**src/rtl/pkt_sender.sv**
```systemverilog
// pkt_sender: buffers one packet from a simple load port and replays it
// as a contiguous sop/eop/val stream once downstream busy is low.
module pkt_sender #(
    parameter int AWIDTH = 3,
    parameter int DWIDTH = 8
) (
    input  logic              clk_i,
    input  logic              arstn_i,
    input  logic [DWIDTH-1:0] ld_data_i,
    input  logic              ld_val_i,
    input  logic              ld_last_i,
    output logic              ready_o,
    input  logic              busy_i,
    output logic [DWIDTH-1:0] data_o,
    output logic              sop_o,
    output logic              eop_o,
    output logic              val_o,
    output logic              done_o
);
    typedef enum logic [1:0] {LOAD, WAIT, SEND} state_t;
    state_t state;
    logic [DWIDTH-1:0] mem [2**AWIDTH];
    logic [AWIDTH-1:0] wrptr, rdptr;
    logic [AWIDTH:0]   len;

    always_ff @(posedge clk_i)
        if (state == LOAD && ld_val_i) mem[wrptr] <= ld_data_i;

    always_ff @(posedge clk_i or negedge arstn_i)
        if (!arstn_i) begin
            state   <= LOAD;
            wrptr   <= '0;
            rdptr   <= '0;
            len     <= '0;
            ready_o <= 1'b1;
            val_o   <= 1'b0;
            sop_o   <= 1'b0;
            eop_o   <= 1'b0;
            done_o  <= 1'b0;
            data_o  <= '0;
        end else begin
            done_o <= 1'b0;
            case (state)
                LOAD: if (ld_val_i) begin
                    wrptr <= wrptr + AWIDTH'(1);
                    // a full buffer forces the current word to be the last
                    if (ld_last_i || &wrptr) begin
                        len     <= {1'b0, wrptr} + (AWIDTH+1)'(1);
                        state   <= WAIT;
                        ready_o <= 1'b0;
                    end
                end
                WAIT: if (!busy_i) begin
                    state  <= SEND;
                    rdptr  <= AWIDTH'(1);
                    val_o  <= 1'b1;
                    sop_o  <= 1'b1;
                    data_o <= mem[AWIDTH'(0)];
                    eop_o  <= len == (AWIDTH+1)'(1);
                end
                SEND: if (eop_o) begin
                    val_o   <= 1'b0;
                    sop_o   <= 1'b0;
                    eop_o   <= 1'b0;
                    done_o  <= 1'b1;
                    wrptr   <= '0;
                    state   <= LOAD;
                    ready_o <= 1'b1;
                end else begin
                    data_o <= mem[rdptr];
                    sop_o  <= 1'b0;
                    eop_o  <= {1'b0, rdptr} == len - (AWIDTH+1)'(1);
                    rdptr  <= rdptr + AWIDTH'(1);
                end
                default: state <= LOAD;
            endcase
        end
endmodule

```
**config.mk**
```make
export PLATFORM = sky130hd
export DESIGN_NAME = pkt_sender
export DESIGN_NICKNAME = d
export VERILOG_FILES = /design/src/rtl/pkt_sender.sv
export SDC_FILE = /design/constraint.sdc
export NUM_CORES = 1
export LEC_CHECK = 0
export ABC_AREA = 0
export BUFFER_PORTS_ARGS = -buffer_cell sky130_fd_sc_hd__buf_4
export CAP_MARGIN = 20
export CORE_ASPECT_RATIO = 1.1
export CORE_MARGIN = 4
export CORE_UTILIZATION = 45
export CTS_BUF_LIST = sky130_fd_sc_hd__clkbuf_4 sky130_fd_sc_hd__clkbuf_8
export DETAILED_ROUTE_END_ITERATION = 10
export PLACE_DENSITY = 0.65
export SYNTH_ARGS = -nofsm -noshare
export SYNTH_HDL_FRONTEND = slang
export SYNTH_SLANG_ARGS = --single-unit
```
**constraint.sdc**
```tcl
create_clock -name clk_i -period 2.3 [get_ports clk_i]
set_clock_uncertainty 0.1 [all_clocks]
set_input_delay 0.23 -clock clk_i [delete_from_list [all_inputs] [get_ports clk_i]]
set_output_delay 0.23 -clock clk_i [all_outputs]
set_load 0.01 [all_outputs]
```
==> out/metrics.yaml, run 1 <==
clk_pin_slew_ns: 0.09
end_kind: "flip-flop"
ys_ff_latch: 89
wirelength_mm: 7.46
grt_pass1_vias: 2213
n_antenna_cell: 0
ys.flop_type: "edfxtp_1"
crit_path_start: "state[0]"
die_h_um: 104
syn_area_um2: 3770
core_area_um2: 8040
drive_gt1_share_pct: 24.0
critPathLaunchType: "flip-flop"
area_growth_pct: 14.4
synth-edff-count: 64
path_max_fanout: 10
setup-tns-final_ns: 0
ioPinCount: 26
grt_max_degree: 29
required_ns: 2.25
cpMaxStageDelayCell: "dfrtp_1"
r2r_slack_ns: 0.56
yosysSeqAreaShare_pct: 67.5
worstSetupPathType: "flip-flop to flip-flop"
drc: 0
fmax_mhz: 574
rsz0062_at_grt: "no"
synth_nets: 267
hp-class: "input pin to flip-flop"
yosysWarningCount: 0
yosysTopAreaCellShare_pct: 50.9
nNetsFinal: 305
tightest_slew_ns: 0.478
setup_violations: 0
crit_path_max_incr_delay_ns: 0.51
power.density_nw_per_um2: 1150
ir_worst_vdd_v: 0.000449
cts_tree: "done"
ant_nets: 0
globalplace.congestion: 0.767
fin_area_um2: 4320
grt_use_total_pct: 16.3
r2r_end: "mem[1][2]"
grt-ovfl-total: 0
dieArea_um2: 9920
syn_inst: 249
async_flop_share_pct: 28.1
start_util_pct: 46.9
crit_chain: "nor3b_4, nand2_1, nor3_1, buf_4"
cp.arrival_ns: 1.69
synth.distinct_cells: 40
vias: 2192
cts_buffer_depth: 2
drt-pass1-iter-count: 4
yosysTopAreaCell: "edfxtp_1"
fin_crit_ns: 1.74
drtIter0Drc: 119
die_w_um: 95.3
avgViaCountPerCell: 5.48
reg2regPathDepth: 4
grt_antenna_before_repair: 0
grt_pass1_wl_mm: 12.0
clock_sinks: 89
synth.area.top_cells: "edfxtp_1, dfrtp_1, mux4_2"
rows: 34
total_power_mw: 4.98
relSlewSlack_pct: 68.1
fillerInstances: 642
p_leak_nw: 1.63
placed_area_um2: 4110
cts-root-buf: "clkbuf_8"
cp-endpoint: "mem[1][2]"
cts_buffers: 9
port_buffers: 25
timing.hold.ws_ns: 0.0166
reg2reg_from: "state[0]"
syn_area_per_cell_um2: 15.2
status: "completed"
dp_hpwl_mm: 5.07
insertion_delay_ns: 0.35
maxSlewViolCount: 0
routedWlPerCell_um: 18.7
finalCritPeriodShare_pct: 75.8
hold_viol_final: 0
cts_max_level: 3
maxCapViolCount: 0
worst min path at each step:
stage / start / to / slack [ns] / cells after the start
2_1_floorplan: arstn_i / data_o[0] / -0.17 / 0
3_3_place_gp: arstn_i / len[2] / 0.06 / 1
3_5_place_dp: arstn_i / done_o / 0.06 / 1
4_1_cts: ld_data_i[3] / mem[4][3] / 0.004 / 1
5_1_grt: ld_data_i[7] / mem[0][7] / 0.005 / 1
6_report: ld_data_i[7] / mem[0][7] / 0.02 / 1
stage by stage:
step	std cells	setup WS [ns]	utilization, %
floorplan	249	0.276	-
global placement	383	0.591	51.1
detailed placement	383	0.589	51.1
CTS	400	0.565	53.7
global route	400	0.406	53.7
finish	400	0.557	53.7
routing by layer:
| layer | share of wire [%] | track usage [%] | vias up |
|---|---|---|---|
| met5 | 0 | 0 | - |
| met4 | 1.2 | 4.95 | 0 |
| met3 | 4.4 | 3.47 | 5 |
| met2 | 48 | 24.8 | 51 |
| met1 | 46 | 23.5 | 1106 |
| li1 | - | - | 1030 |
Yosys cell counts, types with 2 or more instances:
| cell type | instances |
|---|---|
| nor2b_1 | 4 |
| dfrtp_1 | 24 |
| mux4_2 | 8 |
| ha_1 | 5 |
| nor2_1 | 16 |
| and2_1 | 3 |
| a21oi_1 | 5 |
| nand2_1 | 10 |
| inv_1 | 3 |
| nor3_1 | 5 |
| a22oi_1 | 8 |
| o21ai_2 | 2 |
| a21boi_0 | 8 |
| o22ai_1 | 9 |
| o31ai_1 | 2 |
| a22o_1 | 2 |
| edfxtp_1 | 64 |
| nand3_1 | 2 |
| mux2i_1 | 16 |
| buf_4 | 2 |
| buf_12 | 2 |
| xnor2_1 | 3 |
| nand2b_1 | 7 |
| o211ai_1 | 7 |
| o21ai_0 | 5 |
| buf_2 | 5 |
| mux2_2 | 2 |
| nor3b_1 | 2 |
| o21ai_1 | 7 |
placed cells by master (no fill, tap or decap), drive strengths merged, types with 7 or more instances in the layout:
| cell type | count |
|---|---|
| edfxtp | 64 |
| buf | 39 |
| dfrtp | 24 |
| nor2 | 16 |
| mux2i | 16 |
| o21ai | 14 |
| nand2 | 10 |
| clkbuf | 10 |
| o22ai | 9 |
| a21boi | 8 |
| mux4 | 8 |
| a22oi | 8 |
| nand2b | 7 |
| o211ai | 7 |
timing repair:
item | in CTS | in global routing
endpoints found under the hold margin | 25 | 0
hold buffers | 1 | 0
setup buffers | 0 | 0
gates resized for setup | 0 | 0
power breakdown:
group / switching [mW] / internal [mW] / total [mW] / leakage, nW
clock network: 0.545 / 0.518 / 1.06 / 0.100
logic: 0.802 / 0.792 / 1.59 / 0.646
registers: 0.274 / 2.05 / 2.32 / 0.882
total: 1.62 / 3.36 / 4.98 / 1.63
layout make-up:
cell class / instances / area [µm²] / share of cell area, %
Timing Repair Buffer: 40 / 315 / 7.30
Tap cell: 108 / 135 / 3.13
Inverter: 3 / 11.3 / 0.261
Sequential cell: 89 / 2550 / 59.0
Multi-Input combinational cell: 144 / 1110 / 25.7
Clock buffer: 10 / 131 / 3.04
Clock inverter: 6 / 65.1 / 1.51
critical path: cells and delay by family (launching register included):
kind          cells  cell delay [ns]
simple gates      3             0.60
flops             1             0.51
buf+inv           1             0.23
kinds of logic (layout without fill, tap and decap cells):
kind of cell | count (synthesis) | after routing | synth area share (%)
flip-flops | 89 | 89 | 67.5
AO/OA/AOI/OAI | 57 | 57 | 10.1
AND/OR/NAND/NOR | 53 | 53 | 7.36
multiplexers | 26 | 26 | 9.62
buffers and inverters | 16 | 59 | 3.05
adder cells (fa/ha/maj) | 5 | 5 | 1.66
XOR/XNOR | 3 | 3 | 0.696
sequential cells by signal (all words and copies together), names as in the netlist, 2 cells and up:
name / count
data_o: 8
wrptr: 3
mem: 64
len: 4
rdptr: 3
state: 2
Power figures use the tool's default switching activity.
==> inputs of run 2 (changes only) <==
--- a/config.mk
+++ b/config.mk
@@ -5,7 +5,7 @@
 export SDC_FILE = /design/constraint.sdc
 export NUM_CORES = 1
 export LEC_CHECK = 0
-export ABC_AREA = 0
+export ABC_AREA = 1
 export BUFFER_PORTS_ARGS = -buffer_cell sky130_fd_sc_hd__buf_4
 export CAP_MARGIN = 20
 export CORE_ASPECT_RATIO = 1.1
==> constraint.sdc (replaced) <==
create_clock -name clk_i -period 1.7 [get_ports clk_i]
set_clock_uncertainty 0.1 [all_clocks]
set_input_delay 0.17 -clock clk_i [delete_from_list [all_inputs] [get_ports clk_i]]
set_output_delay 0.17 -clock clk_i [all_outputs]
set_load 0.01 [all_outputs]
==> run 2 against run 1 <==
Effect of this change:
- first-iteration DRC count increased by 86%
- area after synthesis up 0.50%
- setup slack worse by 0.43 ns
- critical path depth is 2 higher
- clock power increased by 36%
==> out/metrics.yaml, run 2 <==
required_ns: 1.84  # was 2.25 ns
dieArea_um2: 9960  # was 9920 µm²
yosysTopAreaCell: "edfxtp_1"  # unchanged
cts_max_level: 3  # unchanged
critPathLaunchType: "flip-flop"  # unchanged
grt_antenna_before_repair: 0  # unchanged
drc: 0  # unchanged
ys_ff_latch: 89  # unchanged
tightest_slew_ns: 0.408  # was 0.478 ns
synth_common_cells: "nor2_1, edfxtp_1, nand2_1"  # was edfxtp_1, dfrtp_1, mux2i_1, nor2_1, nand2_1
n_antenna_cell: 0  # unchanged
relSlewSlack_pct: 72.8  # was 68.1%
dp.cells: 485  # was 383
port_buffers: 25  # unchanged
top_regs: "mem: 64 flops, data_o: 8 flops, len: 4 flops"  # unchanged
synth-edff-count: 64  # unchanged
die_w_um: 95.5  # was 95.3 µm
core_area_um2: 8040  # unchanged
ir_worst_vdd_v: 0.000641  # was 0.000449 V
cpMaxStageDelayCell: "dfrtp_1"  # unchanged
power.density_nw_per_um2: 1550  # was 1150 nW/µm²
hold_viol_final: 0  # unchanged
syn_area_um2: 3790  # was 3770 µm²
cp.arrival_ns: 1.71  # was 1.69 ns
cts_buffer_depth: 2  # unchanged
p_leak_nw: 1.81  # was 1.63 nW
maxCapViolCount: 0  # unchanged
hp-class: "input pin to flip-flop"  # unchanged
grt_pass1_wl_mm: 12.9  # was 12.0 mm
finalCritPeriodShare_pct: 92.6  # was 75.8%
grt_max_degree: 41  # was 29
crit_path_max_incr_delay_ns: 0.45  # was 0.51 ns
die_h_um: 104  # about the same
async_flop_share_pct: 28.1  # unchanged
rows: 34  # unchanged
area_growth_pct: 17.7  # was 14.4%
cpLargestDelayFamily: "flip-flops"  # was simple AND/OR/NAND/NOR gates
timing.hold.ws_ns: 0.00754  # was 0.0166 ns
crit_chain: "inv_1, buf_12, o21ai_0, nand3_1, nand3_1, nand2_1"  # was nor3b_4, nand2_1, nor3_1, buf_4
wirelength_mm: 8.05  # was 7.46 mm
synth.distinct_cells: 25  # was 40
mostFrequentLayoutCell: "nor2_1"  # was edfxtp_1
place_ws_ns: 0.115  # was 0.589 ns
insertion_delay_ns: 0.35  # about the same
nNetsFinal: 416  # was 305
postLayoutCoreUtil_pct: 55.5  # was 53.7%
cts_buffers: 9  # unchanged
rsz0062_at_grt: "no"  # unchanged
ant_nets: 0  # unchanged
syn_inst: 352  # was 249
path_max_fanout: 40  # was 10
avgViaCountPerCell: 5.01  # was 5.48
path_buf_inv: 2  # was 1
dp_hpwl_mm: 5.80  # was 5.07 mm
fin_crit_ns: 1.57  # was 1.74 ns
yosysTopAreaCellShare_pct: 50.7  # was 50.9%
clock_sinks: 89  # unchanged
start_util_pct: 47.2  # was 46.9%
globalplace.congestion: 0.786  # was 0.767
synth_most_common_cell: "nor2_1"  # was edfxtp_1
setup-tns-final_ns: 0  # unchanged
synth_nets: 370  # was 267
fin_area_um2: 4470  # was 4320 µm²
largest-register: "mem"  # unchanged
syn_area_per_cell_um2: 10.8  # was 15.2 µm²
grt_pass1_vias: 2488  # was 2,213
clk_pin_slew_ns: 0.09  # about the same
grt_use_total_pct: 17.1  # was 16.3%
final_cell_mix: "nor2_1, edfxtp_1, nand2_1"  # was edfxtp_1, buf_4, dfrtp_1
cts-root-buf: "clkbuf_8"  # unchanged
drt-pass1-iter-count: 4  # unchanged
total_power_mw: 6.94  # was 4.98 mW
status: "completed"  # unchanged
placed_area_um2: 4150  # was 4110 µm²
setup_violations: 0  # unchanged
vias: 2558  # was 2,192
fmax_mhz: 636  # was 574 MHz
ioPinCount: 26  # unchanged
cp_common_cell: "nand3_1"
largest_register_ffs: 64  # unchanged
drive_gt1_share_pct: 16.6  # was 24.0%
layout.cells.non_filler: 511  # was 400
cts_tree: "done"  # unchanged
ys.flop_type: "edfxtp_1"  # unchanged
grt-ovfl-total: 0  # unchanged
end_kind: "flip-flop"  # unchanged
drtIter0Drc: 221  # was 119
routedWlPerCell_um: 15.8  # was 18.7 µm
maxSlewViolCount: 0  # unchanged
yosysWarningCount: 0  # unchanged
layout_setup_ws_ns: 0.127  # was 0.557 ns
worstSetupPathType: "flip-flop to flip-flop"  # unchanged
yosysSeqAreaShare_pct: 67.2  # was 67.5%
fillerInstances: 708  # was 642
synth.area.top_cells: "edfxtp_1, dfrtp_1, nor2_1"  # was edfxtp_1, dfrtp_1, mux4_2
## run 2: changes by cell type in the layout (fill, tap and decap cells not counted), moves of 9 or more
| cell | delta |
|---|---|
| nand2_1 | +31 |
| o21ai_0 | +33 |
| dlygate4sd3_1 | +9 |
| inv_1 | +26 |
| nor2_1 | +49 |
| nand3_1 | +33 |
| mux2i_1 | -16 |
## run 2: cell type report
type                       count  area, µm²  area share (%)
timing repair buffer          50        425            9.53
inverter                      34        128            2.86
tap                          108        135            3.03
multi-input combinational    214       1020            22.9
sequential                    89       2550            57.1
clock buffer                  11        151            3.39
clock inverter                 5       53.8            1.20
## run 2: repair_timing
item | CTS | global route
resized for setup | 0 | 3
hold buffers | 10 | 0
buffers inserted | 0 | 0
hold endpoints to repair | 77 | 0
endpoints found under the setup margin | 0 | 42
## run 2: power breakdown
group | internal [mW] | switching [mW] | total [mW]
clock | 0.752 | 0.684 | 1.44
sequential | 2.78 | 0.214 | 2.99
combinational | 0.992 | 1.53 | 2.52
total | 4.52 | 2.42 | 6.94
## run 2: cell families (layout without fill, tap and decap cells)
| logic type | after synthesis | in the layout | synth area share, % |
|---|---|---|---|
| AOI/OAI and AO/OA | 58 | 58 | 8.18 |
| and+or+nand+nor | 150 | 150 | 16.7 |
| xor gates and xnor gates | 1 | 1 | 0.231 |
| DFF | 89 | 89 | 67.2 |
| adders and majority gates | 5 | 5 | 1.65 |
| buffers and inverters | 49 | 100 | 6.00 |
## run 2: path summary, 6_finish.rpt
| check | end | cells after the start | slack (ns) | from |
|---|---|---|---|---|
| setup reg to reg | data_o[4] | 6 | 0.13 | rdptr[0] |
| max in group asynchronous | ready_o | 2 | 1.06 | arstn_i |
| setup / recovery | data_o[4] | 6 | 0.13 | rdptr[0] |
| hold / removal | mem[7][0] | 1 | 0.008 | ld_data_i[0] |
| min in group asynchronous | state[1] | 2 | 0.15 | arstn_i |
| hold reg to reg | val_o | 2 | 0.38 | val_o |
## run 2: per-layer routing
layer  up-vias  GRT usage, %  routed length (µm)
met3        14          2.39                 391
met1      1189          24.5                3630
met5         -             0                   0
met2        71          26.2                3900
li1       1284             -                   -
met4         0          6.50                 127
